--- src/rtl/port_demux_ser_if.sv ---
// rtl/port_demux_ser_if.sv - serial frame input and routed port outputs of port_demux_ser
// master drives the serial side, slave is the demultiplexer.
interface port_demux_ser_if #(
   parameter int NUM_PORTS = 4,
   parameter int PORT_BITS = 2,
   parameter int LEN_BITS  = 4
);
   logic                 clkEn;
   logic                 serIn;
   logic [NUM_PORTS-1:0] pout;
   logic [NUM_PORTS-1:0] pval;
   logic [PORT_BITS-1:0] portNum;
   logic [LEN_BITS-1:0]  remain;
   logic                 busy;
   logic                 done;
   logic                 perr;

   modport master (
      output clkEn, serIn,
      input  pout, pval, portNum, remain, busy, done, perr
   );

   modport slave (
      input  clkEn, serIn,
      output pout, pval, portNum, remain, busy, done, perr
   );
endinterface

--- src/rtl/port_demux_ser.sv ---
// rtl/port_demux_ser.sv - serial frame to N-port demultiplexer with control FSM
// Optional even-parity trailer bit enabled by macro PORT_DEMUX_PARITY_EN.
module port_demux_ser #(
   parameter int NUM_PORTS = 4,
   parameter int PORT_BITS = 2,
   parameter int LEN_BITS  = 4
) (
   input  logic           clk,
   input  logic           rst,
   port_demux_ser_if.slave bus
);
   localparam int CNT_MAX = (PORT_BITS > LEN_BITS) ? PORT_BITS : LEN_BITS;
   localparam int CW      = $clog2(CNT_MAX + 1);

`ifdef PORT_DEMUX_PARITY_EN
   typedef enum logic [2:0] {S_IDLE, S_PORT, S_LEN, S_DATA, S_PAR, S_DONE} state_t;
`else
   typedef enum logic [2:0] {S_IDLE, S_PORT, S_LEN, S_DATA, S_DONE} state_t;
`endif

   state_t               state;
   logic [CW-1:0]        cnt;
   logic [PORT_BITS-1:0] port_q;
   logic [LEN_BITS-1:0]  remain_q;
   logic                 busy_q;
   logic                 done_q;
   logic [PORT_BITS-1:0] port_shift;
   logic [LEN_BITS-1:0]  len_shift;

`ifdef PORT_DEMUX_PARITY_EN
   logic                 par_acc;
   logic                 perr_q;
`endif

   // MSB-first shift of the field registers, written width-agnostic for 1-bit fields
   assign port_shift = PORT_BITS'({port_q, bus.serIn});
   assign len_shift  = LEN_BITS'({remain_q, bus.serIn});

   always_ff @(posedge clk or negedge rst) begin
      if (!rst) begin
         state    <= S_IDLE;
         cnt      <= '0;
         port_q   <= '0;
         remain_q <= '0;
         busy_q   <= 1'b0;
         done_q   <= 1'b0;
`ifdef PORT_DEMUX_PARITY_EN
         par_acc  <= 1'b0;
         perr_q   <= 1'b0;
`endif
      end else if (bus.clkEn) begin
         unique case (state)
            S_IDLE: begin
               if (!bus.serIn) begin
                  state  <= S_PORT;
                  cnt    <= '0;
                  busy_q <= 1'b1;
`ifdef PORT_DEMUX_PARITY_EN
                  par_acc <= 1'b0;
                  perr_q  <= 1'b0;
`endif
               end
            end
            S_PORT: begin
               port_q <= port_shift;
               if (cnt == CW'(PORT_BITS - 1)) begin
                  cnt   <= '0;
                  state <= S_LEN;
               end else begin
                  cnt <= cnt + 1'b1;
               end
            end
            S_LEN: begin
               remain_q <= len_shift;
               if (cnt == CW'(LEN_BITS - 1)) begin
                  cnt <= '0;
                  if (len_shift == '0) begin
                     state  <= S_DONE;
                     done_q <= 1'b1;
                  end else begin
                     state <= S_DATA;
                  end
               end else begin
                  cnt <= cnt + 1'b1;
               end
            end
            S_DATA: begin
               if (remain_q != '0)
                  remain_q <= remain_q - 1'b1;
`ifdef PORT_DEMUX_PARITY_EN
               par_acc <= par_acc ^ bus.serIn;
               if (remain_q <= LEN_BITS'(1))
                  state <= S_PAR;
`else
               if (remain_q <= LEN_BITS'(1)) begin
                  state  <= S_DONE;
                  done_q <= 1'b1;
               end
`endif
            end
`ifdef PORT_DEMUX_PARITY_EN
            S_PAR: begin
               perr_q <= par_acc ^ bus.serIn;
               state  <= S_DONE;
               done_q <= 1'b1;
            end
`endif
            S_DONE: begin
               state  <= S_IDLE;
               busy_q <= 1'b0;
               done_q <= 1'b0;
            end
            default: begin
               state  <= S_IDLE;
               busy_q <= 1'b0;
               done_q <= 1'b0;
            end
         endcase
      end
   end

   // Payload is routed combinationally so the first bit leaves in the cycle it arrives
   always_comb begin
      bus.pval = '0;
      if (state == S_DATA)
         bus.pval[port_q] = 1'b1;
      bus.pout = bus.pval & {NUM_PORTS{bus.serIn}};
   end

   assign bus.portNum = port_q;
   assign bus.remain  = remain_q;
   assign bus.busy    = busy_q;
   assign bus.done    = done_q;
`ifdef PORT_DEMUX_PARITY_EN
   assign bus.perr    = perr_q;
`else
   assign bus.perr    = 1'b0;
`endif
endmodule

--- src/flat_wrapper.sv ---
// flat-port wrapper written by rule: the top's interface ports become plain ports
module port_demux_ser_flat 
#(
   parameter int NUM_PORTS = 4,
   parameter int PORT_BITS = 2,
   parameter int LEN_BITS  = 4
)
  (clk, rst, bus_clkEn, bus_serIn, bus_pout, bus_pval, bus_portNum, bus_remain, bus_busy, bus_done, bus_perr);
  port_demux_ser_if #(.NUM_PORTS(NUM_PORTS), .PORT_BITS(PORT_BITS), .LEN_BITS(LEN_BITS)) bus_i ();
  input  logic clk;
  input  logic rst;
  input wire logic [$bits(bus_i.clkEn)-1:0] bus_clkEn;
  input wire logic [$bits(bus_i.serIn)-1:0] bus_serIn;
  output wire logic [$bits(bus_i.pout)-1:0] bus_pout;
  output wire logic [$bits(bus_i.pval)-1:0] bus_pval;
  output wire logic [$bits(bus_i.portNum)-1:0] bus_portNum;
  output wire logic [$bits(bus_i.remain)-1:0] bus_remain;
  output wire logic [$bits(bus_i.busy)-1:0] bus_busy;
  output wire logic [$bits(bus_i.done)-1:0] bus_done;
  output wire logic [$bits(bus_i.perr)-1:0] bus_perr;
  assign bus_i.clkEn = bus_clkEn;
  assign bus_i.serIn = bus_serIn;
  assign bus_pout = bus_i.pout;
  assign bus_pval = bus_i.pval;
  assign bus_portNum = bus_i.portNum;
  assign bus_remain = bus_i.remain;
  assign bus_busy = bus_i.busy;
  assign bus_done = bus_i.done;
  assign bus_perr = bus_i.perr;
  port_demux_ser #(.NUM_PORTS(NUM_PORTS), .PORT_BITS(PORT_BITS), .LEN_BITS(LEN_BITS)) u_core (.clk(clk), .rst(rst), .bus(bus_i));
endmodule
--- config.mk ---
export PLATFORM = sky130hd
export DESIGN_NAME = port_demux_ser_flat
export DESIGN_NICKNAME = d
export VERILOG_FILES = /design/src/rtl/port_demux_ser_if.sv /design/src/rtl/port_demux_ser.sv /design/src/flat_wrapper.sv
export SDC_FILE = /design/constraint.sdc
export NUM_CORES = 1
export LEC_CHECK = 0
export ABC_AREA = 1
export CORE_UTILIZATION = 49
export CTS_CLUSTER_SIZE = 14
export DETAILED_ROUTE_END_ITERATION = 10
export GPL_ROUTABILITY_DRIVEN = 1
export PLACE_DENSITY = 0.79
export RECOVER_POWER = 50
export SYNTH_ARGS = -nofsm -noshare
export SYNTH_HDL_FRONTEND = slang
export SYNTH_SLANG_ARGS = --single-unit
--- constraint.sdc ---
create_clock -name clk -period 1.5 [get_ports clk]
set_input_delay 0.225 -clock clk [delete_from_list [all_inputs] [get_ports clk]]
set_output_delay 0.225 -clock clk [all_outputs]
set_load 0.1 [all_outputs]
==> results, run 1 <==
- The flow did not finish.
- It got as far as global routing (5_1_grt) and failed there.
- The tool reported: "[ERROR DPL-0038] Utilization greater than 100%, impossible to legalize".
- The gate count of the mapped netlist is 136.
- For this design, the sink count on the clock tree is 14.
- No sink is reached through more buffers than the 2 on the longest clock path.
- After synthesis, the netlist uses 24 different library cells.
- Entering global routing, the biggest net connects 9 pins.
- When the global-route repair_timing finished, the worst setup path ended at bus_pval[2].
- The port buffer count is 19.
- Sequential elements use 35.90% of the synthesized area.
- In this run, CTS created clock tree buffers numbering 3.
- The fraction of the mapped netlist area in simple logic gates is 33.97%.
- The vertical extent of the die is 46.63 um.
- The final weighted congestion of routability-driven global placement is 0.8441.
- The cell at the root of the clock tree is sky130_fd_sc_hd__clkbuf_4.
- In this run the number of H-tree levels came out at 1.
- In this run the cell area of the synthesized design comes to 975.9 um2.
- Counting every net in the synthesized netlist gives 147.
- The XOR/XNOR share of the synthesized area is 0.8974%.
- The compound-cell area share of the yosys netlist is 9.872%.
- In this run the biggest area consumer among cell types represents 35.90% of the synthesized area.
- Yosys attributes the largest share of cell area to sky130_fd_sc_hd__dfrtp_1, sky130_fd_sc_hd__nand2_1, sky130_fd_sc_hd__ha_1, sky130_fd_sc_hd__inv_1, sky130_fd_sc_hd__o21ai_0.
- A synthesized cell averages 7.176 um2.
- During synthesis, Yosys emitted a total of 0 warnings.
- The HPWL reported at the end of detailed placement is 2088 um.
- Measured along the x axis, the die boundary spans 46.63 um.
- By area, the combinational part of the netlist is dominated by simple AND/OR/NAND/NOR gates.
- The post-synthesis mux area share is 0%.
- Summing the areas of all fa, ha and maj instances in the mapped netlist gives 8.974% of the synthesized area.
- The synthesized design contains 14 register bits.
- The floorplan has 15 rows.
- During I/O placement, the number of pins put on the boundary was 21.
- The synthesized design spends more area on one cell type than any other, namely sky130_fd_sc_hd__dfrtp_1.
- The effective utilization at floorplan is 54.17%.
- The worst-path endpoint category is a top-level output.
## cell usage after synthesis
master	number
sky130_fd_sc_hd__inv_2	2
sky130_fd_sc_hd__nor3_1	4
sky130_fd_sc_hd__xnor2_1	1
sky130_fd_sc_hd__o21ai_2	2
sky130_fd_sc_hd__ha_1	7
sky130_fd_sc_hd__or2_2	1
sky130_fd_sc_hd__o21ai_1	2
sky130_fd_sc_hd__nand2_2	4
sky130_fd_sc_hd__nand3b_1	1
sky130_fd_sc_hd__nor2_4	1
sky130_fd_sc_hd__nor2_2	3
sky130_fd_sc_hd__buf_6	1
sky130_fd_sc_hd__dfrtp_1	14
sky130_fd_sc_hd__a21oi_1	2
sky130_fd_sc_hd__buf_4	1
sky130_fd_sc_hd__nand2_1	40
sky130_fd_sc_hd__nor2_1	6
sky130_fd_sc_hd__a21oi_2	1
sky130_fd_sc_hd__clkinv_1	1
sky130_fd_sc_hd__conb_1	1
sky130_fd_sc_hd__nor4_1	4
sky130_fd_sc_hd__nand3_1	9
sky130_fd_sc_hd__o21ai_0	10
sky130_fd_sc_hd__inv_1	18
## per-stage QoR
stage	TNS [ns]	instance area [um2]	worst slack, ns	hold slack, ns	instances
4_1_cts	-1.454	1724	-0.2230	0.2220	205
3_5_place_dp	-1.876	1545	-0.2082	0.5252	187
3_3_place_gp	-1.219	1545	-0.1697	0.5179	187
2_1_floorplan	-4.878	1115	-0.7434	-0.07059	136
## kinds of logic after synthesis
family,Yosys count
xor gates and xnor gates,1
and+or+nand+nor,73
AOI/OAI and AO/OA,17
adders and majority gates,7
other,1
buffers and inverters,23
DFF,14
## timing repair
action / CTS
hold buffers: 0
pin swaps: 2
gates resized for setup: 8
endpoints found under the setup margin: 10
buffers inserted: 14
==> run 2: changes to the inputs <==
CORE_AREA = 2 2 63 65   (was default)
CORE_UTILIZATION = default   (was 49)
CTS_CLUSTER_SIZE = default   (was 14)
DIE_AREA = 0 0 65 67   (was default)
PLACE_DENSITY = default   (was 0.79)
PLACE_DENSITY_LB_ADDON = 0.15   (was default)
==> run 2 against run 1 <==
  * The flow now finishes, with violations (setup timing)
  * Synthesized area did not move
  * Synthesized cell count unchanged
==> results, run 2 <==
- The fraction of registers with async set or reset after synthesis is 100.0%.
- The most frequent cell after synthesis is sky130_fd_sc_hd__nand2_1.
- The synthesized netlist devotes 8.974% of its cell area to adder and majority cells.
- The gate count of the mapped netlist is 136.
- The depth of the worst register-to-register path is 8.
- The mapped netlist covers 975.9 um2.
- The final global-route overflow total is 0.
- In this run, distinct cell masters in the synthesized netlist total 24.
- The clock-pin slew on the worst setup and hold paths is 0.06 ns.
- The dominant combinational cell family by area after synthesis is simple AND/OR/NAND/NOR gates.
- The worst setup path is captured at an output pin.
- Counting flops and latches in the post-synthesis netlist gives 14.
- The number of setup violations in the final report is 8.
- The register cell area after layout is 367.9 um2.
- The remaining design rule violation count is 0.
- The worst clock skew is 0.003494 ns.
- The effective utilization at floorplan is 27.06%.
- Measured along the y axis, the die boundary spans 67 um.
- The share of post-route cells with drive strength above 1 is 50.83%.
- Setup slack on the critical path of the routed design comes to -0.1912 ns.
- The data arrival time of the critical path is 1.47 ns.
- Counting flops with a built-in enable in the synthesized netlist gives 0.
- The routed design has 2766 um of wire.
- The path category of the worst min-delay check is flip-flop to flip-flop.
- In this run the mean area of a mapped cell was 7.176 um2.
- The startpoint identified for the worst register-to-register timing path is u_core.cnt[1].
- Cells fill 51.35% of the core in the end.
- Leaving out fill and tap cells, the most frequent cell in the layout is sky130_fd_sc_hd__nand2_1.
- The critical path is of the flip-flop to output pin type.
- In this run the tool buffered the top-level ports with 19 buffer cells.
- Of the available clock period, the critical path in the final layout requires 112.7%.
- The TritonCTS clock tree is yes.
- In this design, the largest share of critical-path delay is due to buffers and inverters.
- The count of clock tree sinks is 14.
- The count of final max-slew check failures was 0.
- At the pin with the least slew margin, the transition time is 0.8580 ns.
- The net count of the finished layout is 193.
- In the post-synthesis netlist, the biggest area contributors are sky130_fd_sc_hd__dfrtp_1, sky130_fd_sc_hd__nand2_1, sky130_fd_sc_hd__ha_1, sky130_fd_sc_hd__inv_1, sky130_fd_sc_hd__o21ai_0.
- The pin count of the biggest net entering global routing is 15.
- The highest clock rate is 591.3 MHz.
- In this run, CTS created clock tree buffers numbering 3.
- The compound-cell area share of the yosys netlist is 9.872%.
- The fraction of the mapped netlist area in simple logic gates is 33.97%.
- Counting I/O delays and the setup requirement, the final critical path takes 1.691 ns.
- The worst hold path terminates at u_core.bus.done.
- The synthesized design spends more area on one cell type than any other, namely sky130_fd_sc_hd__dfrtp_1.
- In the synthesized netlist, mux cells make up 0% of the area.
- For this run, the number of Yosys warnings is 0.
- The number of flip-flops in the largest register is 4.
- The checks that failed: setup timing.
- Global routing consumed, over all layers together, 13.36% of the routing resources.
- By count the netlist is led by sky130_fd_sc_hd__nand2_1, sky130_fd_sc_hd__inv_1, sky130_fd_sc_hd__dfrtp_1, sky130_fd_sc_hd__o21ai_0, sky130_fd_sc_hd__nand3_1.
- After routing, the total negative slack on setup checks comes to -1.118 ns.
- The number of buffer and inverter stages on the critical path is 3.
- The largest fanout on the critical path is 3.
- The count of fill cells added during filler insertion is 345.
- The clock latency reported for the late side of the worst-skew pair is 0.25 ns.
- The number of vias in the routed layout is 1,033.
- The area of the die is 4355 um2.
- The HPWL after detailed placement is 2004 um.
- The first global-routing pass estimated 4367 um of wire.
- The post-synthesis net count is 147.
- The multi-input combinational cell area is 730.7 um2.
- The clock passes through at most 2 buffers.
- The most used flip-flop cell after synthesis is sky130_fd_sc_hd__dfrtp_1.
- The via count of the first global-routing pass is 981.
- Max-cap violations in this run came to 0.
- The first routing iteration left 22 violations.
- The instance area after placement is 1582 um2.
- Once detail routing completed, the nets flagged for antenna violations numbered 0.
- For this design, the slowest cell found on the critical path is sky130_fd_sc_hd__dfrtp_4.
- The average routed wire per standard cell is 12.08 um.
- The register-to-register setup slack is 0.02 ns.
- In this run the horizontal extent of the chip is 65 um.
- The count of placed standard cells including taps is 211.
- The critical path goes through clkinvlp_4, buf_4, nor4_4, buf_12.
- The headroom to the max-slew limit is 42.80%.
- The number of antenna violations at the first check in global routing is 0.
- The worst setup path is launched from a flip-flop.
- The number of rows created at floorplan is 22.
- The number of search-and-repair iterations in the first detailed-routing pass is 4.
- The XOR/XNOR share of the synthesized area is 0.8974%.
- In this run the most critical hold path is launched from u_core.bus.done.
- The peak per-stage delay on the critical path is 0.45 ns.
- In this run the number of H-tree levels came out at 1.
- The fraction of the yosys area taken by sequential cells is 35.90%.
- The number of antenna diodes in the final layout is 0.
- The cell depth of the worst min-delay path is 2.
- The count of boundary I/O pins is 21.
- Routability-driven placement finished with a final weighted congestion of 0.8121.
- The fraction of synthesized cell area taken by the top area cell type is 35.90%.
- Once layout is done, the placed cells without fillers occupy 1852 um2.
- The flow ran to the end, but the final reports show violations.
- The number of failing hold endpoints at the final stage came to 0.
- In this run the critical register-to-register path is captured at u_core.state[0].
- Relative to the synthesized area, the layout overhead comes to 89.74%.
- The number of vias per cell after detailed routing is 4.511.
- The count of non-filler cells in the finished layout is 229.
- In the layout the commonest cells are sky130_fd_sc_hd__nand2_1, sky130_fd_sc_hd__buf_4, sky130_fd_sc_hd__buf_12, sky130_fd_sc_hd__inv_1, sky130_fd_sc_hd__o21ai_0.
- Data on the critical path is required at its endpoint by 1.27 ns.
- The total area inside the core boundary comes to 3606 um2.
- The cell at the root of the clock tree is sky130_fd_sc_hd__clkbuf_8.
- Setup repair after global routing could not meet its margin everywhere.
run 2: cell counts after synthesis:
No cell type changed its count.
run 2: timing repair:
item / CTS / global route
resized for setup: 5 / 25
pin swaps: 3 / 6
hold buffers: 0 / 0
setup buffers: 5 / 10
endpoints found under the setup margin: 12 / 17
cloned: 0 / 0
run 2: metal layers:
layer,part of all wire [%],track usage [%],vias to the layer above
li1,-,-,521
met1,39,14.77,488
met2,55,25.26,18
met3,3.5,2.027,6
met4,2.0,5.585,0
met5,0,0,-
run 2: logic make-up (layout without fill, tap and decap cells):
logic type | after synthesis | count (layout)
AND/OR/NAND/NOR | 73 | 73
buffers and inverters | 23 | 68
AO/OA/AOI/OAI | 17 | 17
flip-flops | 14 | 14
adder cells (fa/ha/maj) | 7 | 7
other | 1 | 1
XOR/XNOR | 1 | 1
run 2: final cells by class:
class	count	area share [%]
repair buffers	43	29.12
inverters	21	5.338
multi-input cells	99	39.46
clock buffers	4	2.973
flip-flops and latches	14	19.86
well taps	48	3.243
run 2: worst max-delay path by stage:
stage	startpoint	endpoint	slack [ns]	cells after the start
after floorplan	u_core.bus.portNum[0]	bus_pout[3]	-0.74	2
after global placement	bus_serIn	bus_pout[2]	-0.18	4
after detailed placement	bus_serIn	bus_pout[3]	-0.23	4
after CTS	u_core.state[0]	bus_pval[2]	-0.17	6
after global routing	u_core.bus.portNum[1]	bus_pout[2]	-0.24	4
final	u_core.bus.portNum[1]	bus_pout[3]	-0.19	4
run 2: tightest hold or removal path, cell delays in order, from the launching register on:
cell and delay [ns]:
sky130_fd_sc_hd__dfrtp_1 0.34, sky130_fd_sc_hd__nand2_1 0.06, sky130_fd_sc_hd__nand2_2 0.04
run 2: stage by stage:
stage | setup slack, ns | hold slack [ns]
6_report | -0.1912 | 0.4793
5_1_grt | -0.2410 | 0.5223
4_1_cts | -0.1686 | 0.2970
3_5_place_dp | -0.2346 | 0.5202
3_3_place_gp | -0.1811 | 0.5191
2_1_floorplan | -0.7434 | -0.07059
Power of run 2 is left out: the tool's default activity adds up to more than one toggle a clock period on the data nets, which glitch-free logic cannot reach.
